[config.mk]
export PLATFORM = sky130hd
export DESIGN_NAME = i2s_receiver_flat
export DESIGN_NICKNAME = d
export VERILOG_FILES = /design/src/rtl/i2s_receiver_if.sv /design/src/rtl/i2s_receiver.sv /design/src/flat_wrapper.sv
export SDC_FILE = /design/constraint.sdc
export NUM_CORES = 1
export LEC_CHECK = 0
export BUFFER_PORTS_ARGS = -buffer_cell sky130_fd_sc_hd__buf_2
export CORE_ASPECT_RATIO = 1.25
export CORE_MARGIN = 3
export CORE_UTILIZATION = 35
export DETAILED_ROUTE_END_ITERATION = 8
export PLACE_DENSITY = 0.58
export REMOVE_ABC_BUFFERS = 1
export SLEW_MARGIN = 30
export SYNTH_ARGS = -nofsm -noshare
export SYNTH_HDL_FRONTEND = slang
export SYNTH_SLANG_ARGS = --single-unit
[constraint.sdc]
create_clock -name serial_clk -period 4.74 [get_ports serial_clk]
set_clock_uncertainty 0.15 [all_clocks]
set_input_delay 0.474 -clock serial_clk [delete_from_list [all_inputs] [get_ports serial_clk]]
set_output_delay 0.474 -clock serial_clk [all_outputs]
set_load 0.01 [all_outputs]
[src/rtl/i2s_receiver_if.sv]
// Signal bundle between an I2S source (codec side) and the i2s_receiver.
// The receiver connects through the slave modport; the stream source and sample consumer use master.
interface i2s_receiver_if #(
  parameter int DATA_WIDTH = 16
) ();
  logic                  word_select;
  logic                  sound_bit_in;
  logic [DATA_WIDTH-1:0] left_data;
  logic [DATA_WIDTH-1:0] right_data;
  logic                  sample_valid;
  logic                  locked;
  logic                  word_len_err;

  modport master (
    output word_select,
    output sound_bit_in,
    input  left_data,
    input  right_data,
    input  sample_valid,
    input  locked,
    input  word_len_err
  );

  modport slave (
    input  word_select,
    input  sound_bit_in,
    output left_data,
    output right_data,
    output sample_valid,
    output locked,
    output word_len_err
  );
endinterface

[src/rtl/i2s_receiver.sv]
// I2S deserialiser: one left/right sample pair per frame with a one-cycle sample_valid strobe.
// Optional word-length checking is built when I2S_RX_WORD_CHECK_EN is defined.
//
// state    | meaning
// IDLE     | searching for the first 1->0 word_select edge (start of a left word)
// RX_LEFT  | assembling a left word; 0->1 edge stores it in the left hold register
// RX_RIGHT | assembling a right word; 1->0 edge publishes the frame pair
module i2s_receiver #(
  parameter int DATA_WIDTH = 16
) (
  input logic          serial_clk,
  input logic          reset,
  i2s_receiver_if.slave bus
);

  typedef enum logic [1:0] {
    IDLE     = 2'd0,
    RX_LEFT  = 2'd1,
    RX_RIGHT = 2'd2
  } state_t;

  state_t                r_state;
  state_t                w_state_nxt;
  logic                  r_ws_prev;
  logic [4:0]            r_bit_cnt;
  logic [DATA_WIDTH-1:0] r_assembly;
  logic [DATA_WIDTH-1:0] r_left_hold;
  logic [DATA_WIDTH-1:0] r_left_data;
  logic [DATA_WIDTH-1:0] r_right_data;
  logic                  r_sample_valid;
  logic                  r_locked;

  logic                  w_ws_edge;
  logic [DATA_WIDTH-1:0] w_placed;
  logic                  w_lock;
  logic                  w_latch_left;
  logic                  w_emit;

  assign w_ws_edge = (bus.word_select != r_ws_prev);

  // Assembly with the current bit dropped into its slot; bits past DATA_WIDTH match no slot.
  // On an edge cycle this is the completed word, otherwise the next assembly value.
  always_comb begin
    w_placed = r_assembly;
    for (int i = 0; i < DATA_WIDTH; i++) begin
      if ({27'd0, r_bit_cnt} == 32'(DATA_WIDTH - 1 - i)) begin
        w_placed[i] = bus.sound_bit_in;
      end
    end
  end

  always_ff @(posedge serial_clk or negedge reset) begin
    if (!reset) begin
      r_state <= IDLE;
    end else begin
      r_state <= w_state_nxt;
    end
  end

  always_comb begin
    w_state_nxt  = r_state;
    w_lock       = 1'b0;
    w_latch_left = 1'b0;
    w_emit       = 1'b0;
    case (r_state)
      IDLE: begin
        if (w_ws_edge && !bus.word_select) begin
          w_state_nxt = RX_LEFT;
          w_lock      = 1'b1;
        end
      end
      RX_LEFT: begin
        if (w_ws_edge && bus.word_select) begin
          w_state_nxt  = RX_RIGHT;
          w_latch_left = 1'b1;
        end
      end
      RX_RIGHT: begin
        if (w_ws_edge && !bus.word_select) begin
          w_state_nxt = RX_LEFT;
          w_emit      = 1'b1;
        end
      end
      default: w_state_nxt = IDLE;
    endcase
  end

  always_ff @(posedge serial_clk or negedge reset) begin
    if (!reset) begin
      r_ws_prev      <= 1'b0;
      r_bit_cnt      <= 5'd0;
      r_assembly     <= '0;
      r_left_hold    <= '0;
      r_left_data    <= '0;
      r_right_data   <= '0;
      r_sample_valid <= 1'b0;
      r_locked       <= 1'b0;
    end else begin
      r_ws_prev      <= bus.word_select;
      r_sample_valid <= w_emit;
      if (w_ws_edge) begin
        r_assembly <= '0;
        r_bit_cnt  <= 5'd0;
      end else begin
        r_assembly <= w_placed;
        if (r_bit_cnt != 5'd31) begin
          r_bit_cnt <= r_bit_cnt + 5'd1;
        end
      end
      if (w_lock) begin
        r_locked <= 1'b1;
      end
      if (w_latch_left) begin
        r_left_hold <= w_placed;
      end
      if (w_emit) begin
        r_left_data  <= r_left_hold;
        r_right_data <= w_placed;
      end
    end
  end

`ifdef I2S_RX_WORD_CHECK_EN
  logic       r_word_len_err;
  logic [5:0] w_rx_len;

  assign w_rx_len = {1'b0, r_bit_cnt} + 6'd1;

  // The edge cycle carries the LSB, so the word length is bit_cnt + 1.
  always_ff @(posedge serial_clk or negedge reset) begin
    if (!reset) begin
      r_word_len_err <= 1'b0;
    end else if (w_ws_edge && (r_state == RX_LEFT || r_state == RX_RIGHT) &&
                 (32'(w_rx_len) != 32'(DATA_WIDTH))) begin
      r_word_len_err <= 1'b1;
    end
  end

  assign bus.word_len_err = r_word_len_err;
`else
  assign bus.word_len_err = 1'b0;
`endif

  assign bus.left_data    = r_left_data;
  assign bus.right_data   = r_right_data;
  assign bus.sample_valid = r_sample_valid;
  assign bus.locked       = r_locked;

endmodule

[src/flat_wrapper.sv]
// flat-port wrapper written by rule: the top's interface ports become plain ports
module i2s_receiver_flat 
#(
  parameter int DATA_WIDTH = 16
)
  (serial_clk, reset, bus_word_select, bus_sound_bit_in, bus_left_data, bus_right_data, bus_sample_valid, bus_locked, bus_word_len_err);
  i2s_receiver_if #(.DATA_WIDTH(DATA_WIDTH)) bus_i ();
  input logic serial_clk;
  input logic reset;
  input wire logic [$bits(bus_i.word_select)-1:0] bus_word_select;
  input wire logic [$bits(bus_i.sound_bit_in)-1:0] bus_sound_bit_in;
  output wire logic [$bits(bus_i.left_data)-1:0] bus_left_data;
  output wire logic [$bits(bus_i.right_data)-1:0] bus_right_data;
  output wire logic [$bits(bus_i.sample_valid)-1:0] bus_sample_valid;
  output wire logic [$bits(bus_i.locked)-1:0] bus_locked;
  output wire logic [$bits(bus_i.word_len_err)-1:0] bus_word_len_err;
  assign bus_i.word_select = bus_word_select;
  assign bus_i.sound_bit_in = bus_sound_bit_in;
  assign bus_left_data = bus_i.left_data;
  assign bus_right_data = bus_i.right_data;
  assign bus_sample_valid = bus_i.sample_valid;
  assign bus_locked = bus_i.locked;
  assign bus_word_len_err = bus_i.word_len_err;
  i2s_receiver #(.DATA_WIDTH(DATA_WIDTH)) u_core (.serial_clk(serial_clk), .reset(reset), .bus(bus_i));
endmodule
==> results of run 1 <==
==> metrics by stage <==
step	cells	total power, uW	hold slack [ps]
floorplan	238	867	28.4
global placement	396	942	310
detailed placement	397	953	311
CTS	413	1450	90.9
global route	414	1510	26.9
finish	414	1430	-15.9
==> routing by layer <==
metal | share of wire [%] | GRT usage [%] | vias to the layer above
met5 | 0 | 0 | -
met4 | 2.7 | 6.64 | 0
met3 | 3.5 | 2.95 | 12
met2 | 48 | 18.4 | 30
met1 | 46 | 14.2 | 894
li1 | - | - | 933
==> worst max path at each step <==
stage | from | to | slack, ps | cells after the start
4_1_cts | u_core.r_ws_prev | u_core.bus.left_data[0] | 2390 | 4
3_3_place_gp | bus_word_select | u_core.bus.left_data[12] | 2160 | 6
5_1_grt | u_core.r_bit_cnt[2] | u_core.r_bit_cnt[3] | 2530 | 5
3_5_place_dp | bus_word_select | u_core.bus.left_data[4] | 2130 | 6
2_1_floorplan | bus_word_select | u_core.bus.left_data[0] | 2330 | 4
6_report | u_core.r_bit_cnt[2] | u_core.r_bit_cnt[3] | 2680 | 5
==> synth_stat cells (all sizes together) (2+ instances only) <==
cell and number:
and2 4, nand2 33, o21ai 35, mux2 16, buf 8, nor4b 4
xnor2 3, inv 6, clkbuf 7, and4bb 8, nand2b 4, nor2b 17
ha 8, mux2i 17, dfrtp 74, nand4b 4, nand3b 2
==> worst max-delay path: stages (launching register included) <==
cell and delay (ps):
dfrtp_1 830, and3_1 290, ha_1 270, nand4b_1 160, xnor2_1 70, and2_1 170
==> area by class of cell <==
| class | count | area, um2 |
|---|---|---|
| repair buffers | 40 | 225 |
| inverters | 6 | 22.5 |
| fillers | 870 | 5100 |
| clock buffers | 12 | 155 |
| clock inverters | 4 | 50.0 |
| well taps | 120 | 150 |
| multi-input cells | 158 | 1190 |
| flip-flops and latches | 74 | 1850 |
==> sequential cells by signal (all words and copies together) (netlist names) <==
name,flops
u_core.bus.right_data,16
u_core.bus.left_data,16
u_core.r_left_hold,16
u_core.bus.locked,1
u_core.r_assembly,16
u_core.r_state,2
u_core.r_bit_cnt,5
u_core.r_ws_prev,1
u_core.bus.sample_valid,1
==> cell usage in the layout (no fill, tap or decap) <==
cell	n
nand2_1	33
inv_1	6
o21ai_1	12
buf_4	1
mux2i_1	17
nand3b_1	2
nor2b_1	17
clkinv_2	1
and4bb_1	2
conb_1	1
buf_6	2
o21bai_1	1
and4bb_2	6
and3_1	1
nand4b_1	4
buf_2	36
clkbuf_1	1
nor4b_4	4
nand2b_1	4
bufinv_16	1
dfrtp_1	74
ha_1	8
clkinvlp_4	2
mux2_2	16
clkbuf_8	11
xnor2_1	3
buf_8	1
and2_1	4
o21ai_0	23
==> logic make-up (layout without fill, tap and decap cells) <==
family | count (synthesis) | in the layout | share of synthesized area, %
simple gates | 77 | 77 | 16.8
flops | 74 | 74 | 58.5
compound gates | 36 | 36 | 5.78
mux | 33 | 33 | 11.1
buf+inv | 21 | 62 | 3.68
fa+ha+maj | 8 | 8 | 3.16
xor+xnor | 3 | 3 | 0.831
other cells | 1 | 1 | 0.119
==> where the power goes <==
group	internal, uW	total, uW	switching, uW
Sequential	693	735	42.0
Clock	271	495	224
Combinational	94.6	200	106
==> qor.yml, run 1 <==
grt:
  grt_pass1_vias: 1936
  antenna_found_initial: 0
  gr-total-overflow: 0
  grt_pass1_wl_um: 9370
  grt_max_degree: 75
  grt.total_usage_pct: 11.6
cts:
  root_buffer: "clkbuf_8"
  clock_sinks: 74
  cts_resized: 0
  clk_latency_ps: 350
  clkTransAtPathRegs_ps: 80
  htreeDepth: 3
  cts_max_path_buffers: 2
  cts_hold_buf: 0
  numCtsBuffers: 9
  post-cts-setup-buffers: 0
  cts_tree: "done"
sta:
  maxSlewViolCount: 0
  period_share_pct: 43.5
  slew_headroom_pct: 49.8
  max_freq_mhz: 485
  holdWs_ps: -15.9
  tns_ps: 0
  min_period_ps: 2060
  hold_viol: 11
  setup_ws_ps: 2680
  setup_viol: 0
  rsz0062_at_grt: "false"
  worst_pin_slew_ps: 752
pwr:
  ir_drop_uv: 163
  leakage_uw: 0.00177
  p_per_area_nw_per_um2: 392
floorplanning:
  die_h_um: 112
  die_area_um2: 10200
  core-area_um2: 8750
  initial_utilization_pct: 36.2
  rows: 38
  die_w_um: 91.0
  io_pins: 39
route:
  firstDrtPassIters: 4
  drtIter0Drc: 35
  ant_nets: 0
  routed_wl_um: 5290
  via_per_inst: 4.51
  drcViolationCount: 0
  vias: 1869
  wire_per_inst_um: 12.8
setup_path:
  crit_fanout: 18
  start_kind: "flip-flop"
  endpoint_kind: "flip-flop"
  rr_startpoint: "u_core.r_bit_cnt[2]"
  critPathRequiredTime_ps: 4830
  crit_arrival_ps: 2150
  r2r-end: "u_core.r_bit_cnt[3]"
  path_class: "flip-flop to flip-flop"
  r2r_slack_ps: 2680
  r2r_cells: 5
yosys:
  ys_warn_count: 0
  synth_edf_count: 0
  synthCells: 253
  syn_avg_cell_area_um2: 12.5
  yosysSeqAreaShare_pct: 58.5
  synth.distinct_cells: 24
  syn_area_um2: 3160
  synthTopCellsByArea: "dfrtp_1, mux2_2, mux2i_1"
  async_flop_share_pct: 100
  yosys.area.top_type: "dfrtp_1"
  yosys.area.top_type_share_pct: 58.5
  ys.flop_type: "dfrtp_1"
  synth.ff_latch_count: 74
place:
  pre_cts_ws_ps: 2130
  io_buffers: 37
  dp_hpwl_um: 3420
  gp_congestion: 0.726
  place_area_um2: 3430
worst_hold_path:
  hold_class: "primary input to asynchronous set/reset pin"
run_status:
  violations: "negative hold slack"
  status: "complete, but fails checks"
layout:
  stdcell_area_um2: 3650
  final_util_pct: 41.7
  finalNetCount: 301
  layout-area-overhead-vs-synth_pct: 15.4
  num_antenna_cells: 0
  layout-drive-gt1-share_pct: 27.6
job:
  max_cap_violations: 0
No activity file was read; power rests on OpenSTA's default activity.
==> run 2: changes to the inputs <==
==> constraint.sdc (replaced) <==
create_clock -name serial_clk -period 1.9 [get_ports serial_clk]
set_clock_uncertainty 0.15 [all_clocks]
set_input_delay 0.19 -clock serial_clk [delete_from_list [all_inputs] [get_ports serial_clk]]
set_output_delay 0.19 -clock serial_clk [all_outputs]
set_load 0.01 [all_outputs]
==> run 2 against run 1 <==
Effect of this change:
- design area grew 5.1%
- register-to-register slack lost 2600 ps
- largest cell class unchanged
- worst setup slack got worse by 2600 ps
- sequential share of layout area fell by 2.4 points
- the flow now finishes without violations
- final cell count grew 2.7%
==> qor.yml, run 2 (synthesis results as in run 1) <==
floorplanning:
  initial_utilization_pct: 36.2  # unchanged
  io_pins: 39  # unchanged
  die_h_um: 112  # unchanged
  die_area_um2: 10200  # unchanged
  core-area_um2: 8750  # unchanged
  die_w_um: 91.0  # unchanged
  rows: 38  # unchanged
layout:
  layout_common_cells: "dfrtp_1, buf_2, nand2_1, o21ai_0, nor2b_1"  # was dfrtp_1, buf_2, nand2_1, o21ai_0
  nFillCells: 863  # was 870
  num_antenna_cells: 0  # unchanged
  finalNetCount: 312  # was 301
  layout_commonest_cell: "dfrtp_1"  # unchanged
  layout-drive-gt1-share_pct: 32.1  # was 27.6%
  layout-area-overhead-vs-synth_pct: 21.3  # was 15.4%
  final_util_pct: 43.9  # was 41.7%
setup_path:
  rr_startpoint: "u_core.r_bit_cnt[1]"  # was u_core.r_bit_cnt[2]
  crit_arrival_ps: 1920  # was 2150 ps
  endpoint: "u_core.r_bit_cnt[3]"  # unchanged
  crit_fanout: 6  # was 18
  start_kind: "flip-flop"  # unchanged
  r2r-end: "u_core.r_bit_cnt[3]"  # unchanged
  worstPathCellList: "ha_1, and3_1, ha_4, nand4b_1, xnor2_1, and2_1"  # was and3_1, ha_1, nand4b_1, xnor2_1, and2_1
  endpoint_kind: "flip-flop"  # unchanged
  crit_start: "u_core.r_bit_cnt[1]"  # was u_core.r_bit_cnt[2]
  critPathRequiredTime_ps: 1990  # was 4830 ps
  r2r_cells: 6  # was 5
  path_class: "flip-flop to flip-flop"  # unchanged
  slowest_delay_ps: 440  # was 830 ps
  critPathSlowestCell: "dfrtp_1"  # unchanged
  r2r_slack_ps: 70  # was 2680 ps
cts:
  cts_max_path_buffers: 2  # unchanged
  numCtsBuffers: 9  # unchanged
  clk_latency_ps: 350  # about the same
  htreeDepth: 3  # unchanged
  cts_tree: "done"  # unchanged
  root_buffer: "clkbuf_8"  # unchanged
  clock_sinks: 74  # unchanged
  clkTransAtPathRegs_ps: 70  # was 80 ps
place:
  io_buffers: 37  # unchanged
  dp_hpwl_um: 3580  # was 3420 um
  gp_congestion: 0.811  # was 0.726
pwr:
  p_int_uw: 2940  # was 1060 uW
  ir_drop_uv: 509  # was 163 uV
  leakage_uw: 0.00185  # was 0.00177 uW
  swShare_pct: 24.3  # was 26.0%
  combPwrFrac_pct: 14.5  # was 14.0%
  switching_power_uw: 943  # was 371 uW
  clockPowerShare_pct: 38.7  # was 34.6%
  p_per_area_nw_per_um2: 1010  # was 392 nW/um2
  seq_power_share_pct: 46.8  # was 51.4%
grt:
  antenna_found_initial: 0  # unchanged
  grt_pass1_wl_um: 9650  # was 9370 um
  grt.total_usage_pct: 11.7  # was 11.6%
  grt_max_degree: 39  # was 75
  gr-total-overflow: 0  # unchanged
  grt_pass1_vias: 1987  # was 1936
route:
  vias: 1924  # was 1869
  drtIter0Drc: 75  # was 35
  firstDrtPassIters: 4  # unchanged
  via_per_inst: 4.53  # was 4.51
  drcViolationCount: 0  # unchanged
  wire_per_inst_um: 12.5  # was 12.8 um
  routed_wl_um: 5310  # was 5290 um
  ant_nets: 0  # unchanged
sta:
  tns_ps: 0  # unchanged
  period_share_pct: 96.5  # was 43.5%
  holdWs_ps: 191  # was -15.9 ps
  max_freq_mhz: 545  # was 485 MHz
  maxSlewViolCount: 0  # unchanged
  hold_viol: 0  # was 11
  min_period_ps: 1830  # was 2060 ps
  setup_viol: 0  # unchanged
job:
  max_cap_violations: 0  # unchanged
worst_hold_path:
  hold_class: "primary input to asynchronous set/reset pin"  # unchanged
run_status:
  status: "finished clean"  # was complete, but fails checks
==> run 2: cell count changes in the layout (fill, tap and decap cells not counted), sizes merged <==
cell / change
clkinv: +1
clkinvlp: -2
dlygate4sd3: +2
clkbuf: -1
bufinv: +2
buf: +9
==> run 2: routing by layer <==
layer / vias up / share of wire [%] / GRT usage [%] / wire length, um
li1: 956 / - / - / -
met1: 932 / 47 / 14.7 / 2490
met2: 29 / 47 / 18.5 / 2520
met3: 7 / 3.5 / 4.22 / 187
met4: 0 / 2.0 / 4.83 / 108
met5: - / 0 / 0 / 0
==> run 2: repair_timing <==
| item | 4_1_cts | 5_1_grt |
|---|---|---|
| hold buffers | 2 | 0 |
| endpoints found under the hold margin | 37 | 0 |
| setup buffers | 0 | 0 |
| gates resized for setup | 0 | 8 |
| setup endpoints to repair | 0 | 10 |
==> run 2: worst max-delay path: cells and delay by family, from the launching register on <==
| kind | cells | cell delay (ps) |
|---|---|---|
| XOR/XNOR | 1 | 150 |
| AND/OR/NAND/NOR | 3 | 570 |
| adder cells (fa/ha/maj) | 2 | 410 |
| flip-flops | 1 | 440 |
==> run 2: metrics by stage <==
| stage | instance area (um2) | setup slack [ps] | total power (uW) | cells |
|---|---|---|---|---|
| after CTS | 3810 | 5.31 | 3930 | 425 |
| after global placement | 3530 | 111 | 2390 | 407 |
| after floorplan | 3070 | -321 | 2160 | 238 |
| after global routing | 3840 | -6.98 | 4090 | 425 |
| after detailed placement | 3530 | 53.9 | 2400 | 407 |
| final | 3840 | 66.4 | 3880 | 425 |
==> run 2: cell type report <==
cell class | instances | area, um2 | share of cell area (%)
Inverter | 6 | 22.5 | 0.587
Clock inverter | 5 | 100 | 2.61
Tap cell | 120 | 150 | 3.91
Sequential cell | 74 | 1850 | 48.3
Timing Repair Buffer | 51 | 335 | 8.74
Clock buffer | 11 | 151 | 3.95
Multi-Input combinational cell | 158 | 1220 | 31.9
==> run 2: power groups by stage <==
stage	registers, uW	clock network (uW)	logic (uW)
floorplan	1890	0	277
global placement	1840	0	545
detailed placement	1840	0	559
CTS	1820	1560	563
global route	1840	1610	637
finish	1820	1500	562
==> run 2: how the worst min path moves through the flow <==
stage                     start                   endpoint  slack (ps)  cells after the start
after floorplan           reset    u_core.bus.left_data[0]        -260                      0
after detailed placement  reset   u_core.bus.left_data[15]          50                      1
after global routing      reset  u_core.bus.right_data[15]         240                      2
after global placement    reset   u_core.bus.left_data[15]          40                      1
after CTS                 reset  u_core.bus.right_data[15]         200                      2
final                     reset   u_core.bus.left_data[15]         190                      2
==> run 3: changes to the inputs <==
--- a/config.mk
+++ b/config.mk
@@ -9,9 +9,9 @@
 export CORE_ASPECT_RATIO = 1.25
 export CORE_MARGIN = 3
 export CORE_UTILIZATION = 35
+export CTS_CLUSTER_SIZE = 24
 export DETAILED_ROUTE_END_ITERATION = 8
 export PLACE_DENSITY = 0.58
-export REMOVE_ABC_BUFFERS = 1
 export SLEW_MARGIN = 30
 export SYNTH_ARGS = -nofsm -noshare
 export SYNTH_HDL_FRONTEND = slang
==> run 3 against run 2 <==
Effect of this change:
- non-clock buffer count increased by 1
- global-route usage increased by 0.77 points
- die area unchanged
- power decreased by 7.9%
- combinational power decreased by 3%
==> qor.yml, run 3 (synthesis results as in run 1) <==
pwr:
  total_power_uw: 3580  # was 3880 uW
  switching_power_uw: 980  # was 943 uW
  p_int_uw: 2600  # was 2940 uW
  leakage_uw: 0.00183  # was 0.00185 uW
  seq_power_share_pct: 50.9  # was 46.8%
  clockPowerShare_pct: 33.8  # was 38.7%
  ir_drop_uv: 511  # was 509 uV
  swShare_pct: 27.4  # was 24.3%
  combPwrFrac_pct: 15.3  # was 14.5%
  p_per_area_nw_per_um2: 949  # was 1010 nW/um2
grt:
  antenna_found_initial: 0  # unchanged
  grt_pass1_wl_um: 10100  # was 9650 um
  gr-total-overflow: 0  # unchanged
  grt.total_usage_pct: 12.5  # was 11.7%
  grt_max_degree: 50  # was 39
  grt_pass1_vias: 2067  # was 1987
run_status:
  status: "finished clean"  # unchanged
setup_path:
  endpoint_kind: "flip-flop"  # unchanged
  endpoint: "u_core.bus.left_data[11]"  # was u_core.r_bit_cnt[3]
  crit_arrival_ps: 1890  # was 1920 ps
  r2r_slack_ps: 120  # was 70 ps
  r2r_cells: 6  # unchanged
  crit_start: "bus_word_select"  # was u_core.r_bit_cnt[1]
  path_class: "primary input to flip-flop"  # was flip-flop to flip-flop
  rr_startpoint: "u_core.r_bit_cnt[0]"  # was u_core.r_bit_cnt[1]
  r2r-end: "u_core.r_bit_cnt[3]"  # unchanged
  critPathRequiredTime_ps: 1980  # was 1990 ps
  start_kind: "primary input"  # was flip-flop
  crit_fanout: 18  # was 6
route:
  routed_wl_um: 5670  # was 5310 um
  vias: 1966  # was 1924
  ant_nets: 0  # unchanged
  met1_length_um: 2600  # was 2490 um
  firstDrtPassIters: 4  # unchanged
  via_per_inst: 4.62  # was 4.53
  wl_met2_um: 2780  # was 2520 um
  drcViolationCount: 0  # unchanged
  topRoutingLayerUsed: "met4"  # unchanged
  drtIter0Drc: 82  # was 75
  met3WireLength_um: 155  # was 187 um
  wire_per_inst_um: 13.3  # was 12.5 um
yosys:
  syn-num-nets: 265
sta:
  setup_viol: 0  # unchanged
  min_period_ps: 1810  # was 1830 ps
  max_freq_mhz: 553  # was 545 MHz
  rsz0062_at_grt: "false"
  tns_ps: 0  # unchanged
  period_share_pct: 95.2  # was 96.5%
  setup_ws_ps: 91.7  # was 66.4 ps
  maxSlewViolCount: 0  # unchanged
  hold_viol: 0  # unchanged
layout:
  nFillCells: 865  # was 863
  num_antenna_cells: 0  # unchanged
  layout-area-overhead-vs-synth_pct: 19.1  # was 21.3%
  finalNetCount: 313  # was 312
  stdcell_area_um2: 3770  # was 3840 um2
  layout_commonest_cell: "dfrtp_1"  # unchanged
  layout-drive-gt1-share_pct: 31.0  # was 32.1%
  layout_common_cells: "dfrtp_1, buf_2, nand2_1, o21ai_0, nor2b_1"  # unchanged
worst_hold_path:
  hold_class: "primary input to asynchronous set/reset pin"  # unchanged
floorplanning:
  rows: 38  # unchanged
  die_area_um2: 10200  # unchanged
  die_h_um: 112  # unchanged
  core-area_um2: 8750  # unchanged
  io_pins: 39  # unchanged
  initial_utilization_pct: 36.2  # unchanged
  die_w_um: 91.0  # unchanged
place:
  io_buffers: 37  # unchanged
  pre_cts_ws_ps: 74.6  # was 53.9 ps
  dp_hpwl_um: 3840  # was 3580 um
  gp_congestion: 0.728  # was 0.811
  place_area_um2: 3540  # was 3530 um2
job:
  max_cap_violations: 0  # unchanged
cts:
  root_buffer: "clkbuf_8"  # unchanged
  numCtsBuffers: 9  # unchanged
  cts_max_path_buffers: 2  # unchanged
  clk_latency_ps: 350  # about the same
  htreeDepth: 3  # unchanged
  clock_sinks: 74  # unchanged
  cts_tree: "done"  # unchanged
  clkTransAtPathRegs_ps: 80  # was 70 ps
==> run 3: metal layers <==
layer  global-route usage (%)  up-vias
met3                     3.55       11
li1                         -      959
met5                        0        -
met2                     20.0       25
met4                     6.94        0
met1                     15.2      971
==> run 3: layout make-up <==
| cell class | instances | area (um2) | area share (%) |
|---|---|---|---|
| sequential | 74 | 1850 | 49.2 |
| timing repair buffer | 52 | 343 | 9.10 |
| clock buffer | 10 | 128 | 3.39 |
| clock inverter | 6 | 65.1 | 1.73 |
| multi-input combinational | 158 | 1200 | 32.0 |
| tap | 120 | 150 | 3.99 |
| inverter | 6 | 22.5 | 0.598 |
==> run 3: per-stage QoR <==
stage | utilization (%) | hold WS [ps] | cells
after floorplan | - | -256 | 253
after global placement | 40.5 | -21.9 | 408
after detailed placement | 40.5 | -22.5 | 408
after CTS | 42.9 | 130 | 426
after global routing | 43.0 | 138 | 426
final | 43.0 | 130 | 426
==> run 3: worst min-delay path by stage <==
stage | from | to | slack (ps) | cells after the start
2_1_floorplan | reset | u_core.bus.left_data[0] | -260 | 0
3_3_place_gp | reset | u_core.bus.left_data[7] | -20 | 1
3_5_place_dp | reset | u_core.bus.left_data[7] | -20 | 1
4_1_cts | reset | u_core.bus.left_data[7] | 130 | 2
5_1_grt | reset | u_core.bus.left_data[7] | 140 | 2
6_report | reset | u_core.bus.left_data[7] | 130 | 2
==> run 3: power by group through the flow <==
| stage | Sequential [uW] | Clock (uW) | Combinational (uW) |
|---|---|---|---|
| 4_1_cts | 1820 | 1250 | 559 |
| 3_3_place_gp | 1840 | 0 | 542 |
| 3_5_place_dp | 1850 | 0 | 554 |
| 2_1_floorplan | 1870 | 0 | 308 |
| 5_1_grt | 1840 | 1320 | 616 |
| 6_report | 1820 | 1210 | 546 |
==> run 3: critical path, cell delays in order <==
cell	delay, ps
dlygate4sd3_1	520
buf_2	130
inv_1	40
ha_1	220
nand3b_1	160
buf_4	260
mux2_2	360
==> run 3: repair_timing <==
action                                  4_1_cts  5_1_grt
buffers inserted                              0        0
resized for setup                             0        4
hold buffers                                  2        0
hold endpoints to repair                     75        0
endpoints found under the setup margin        0        8
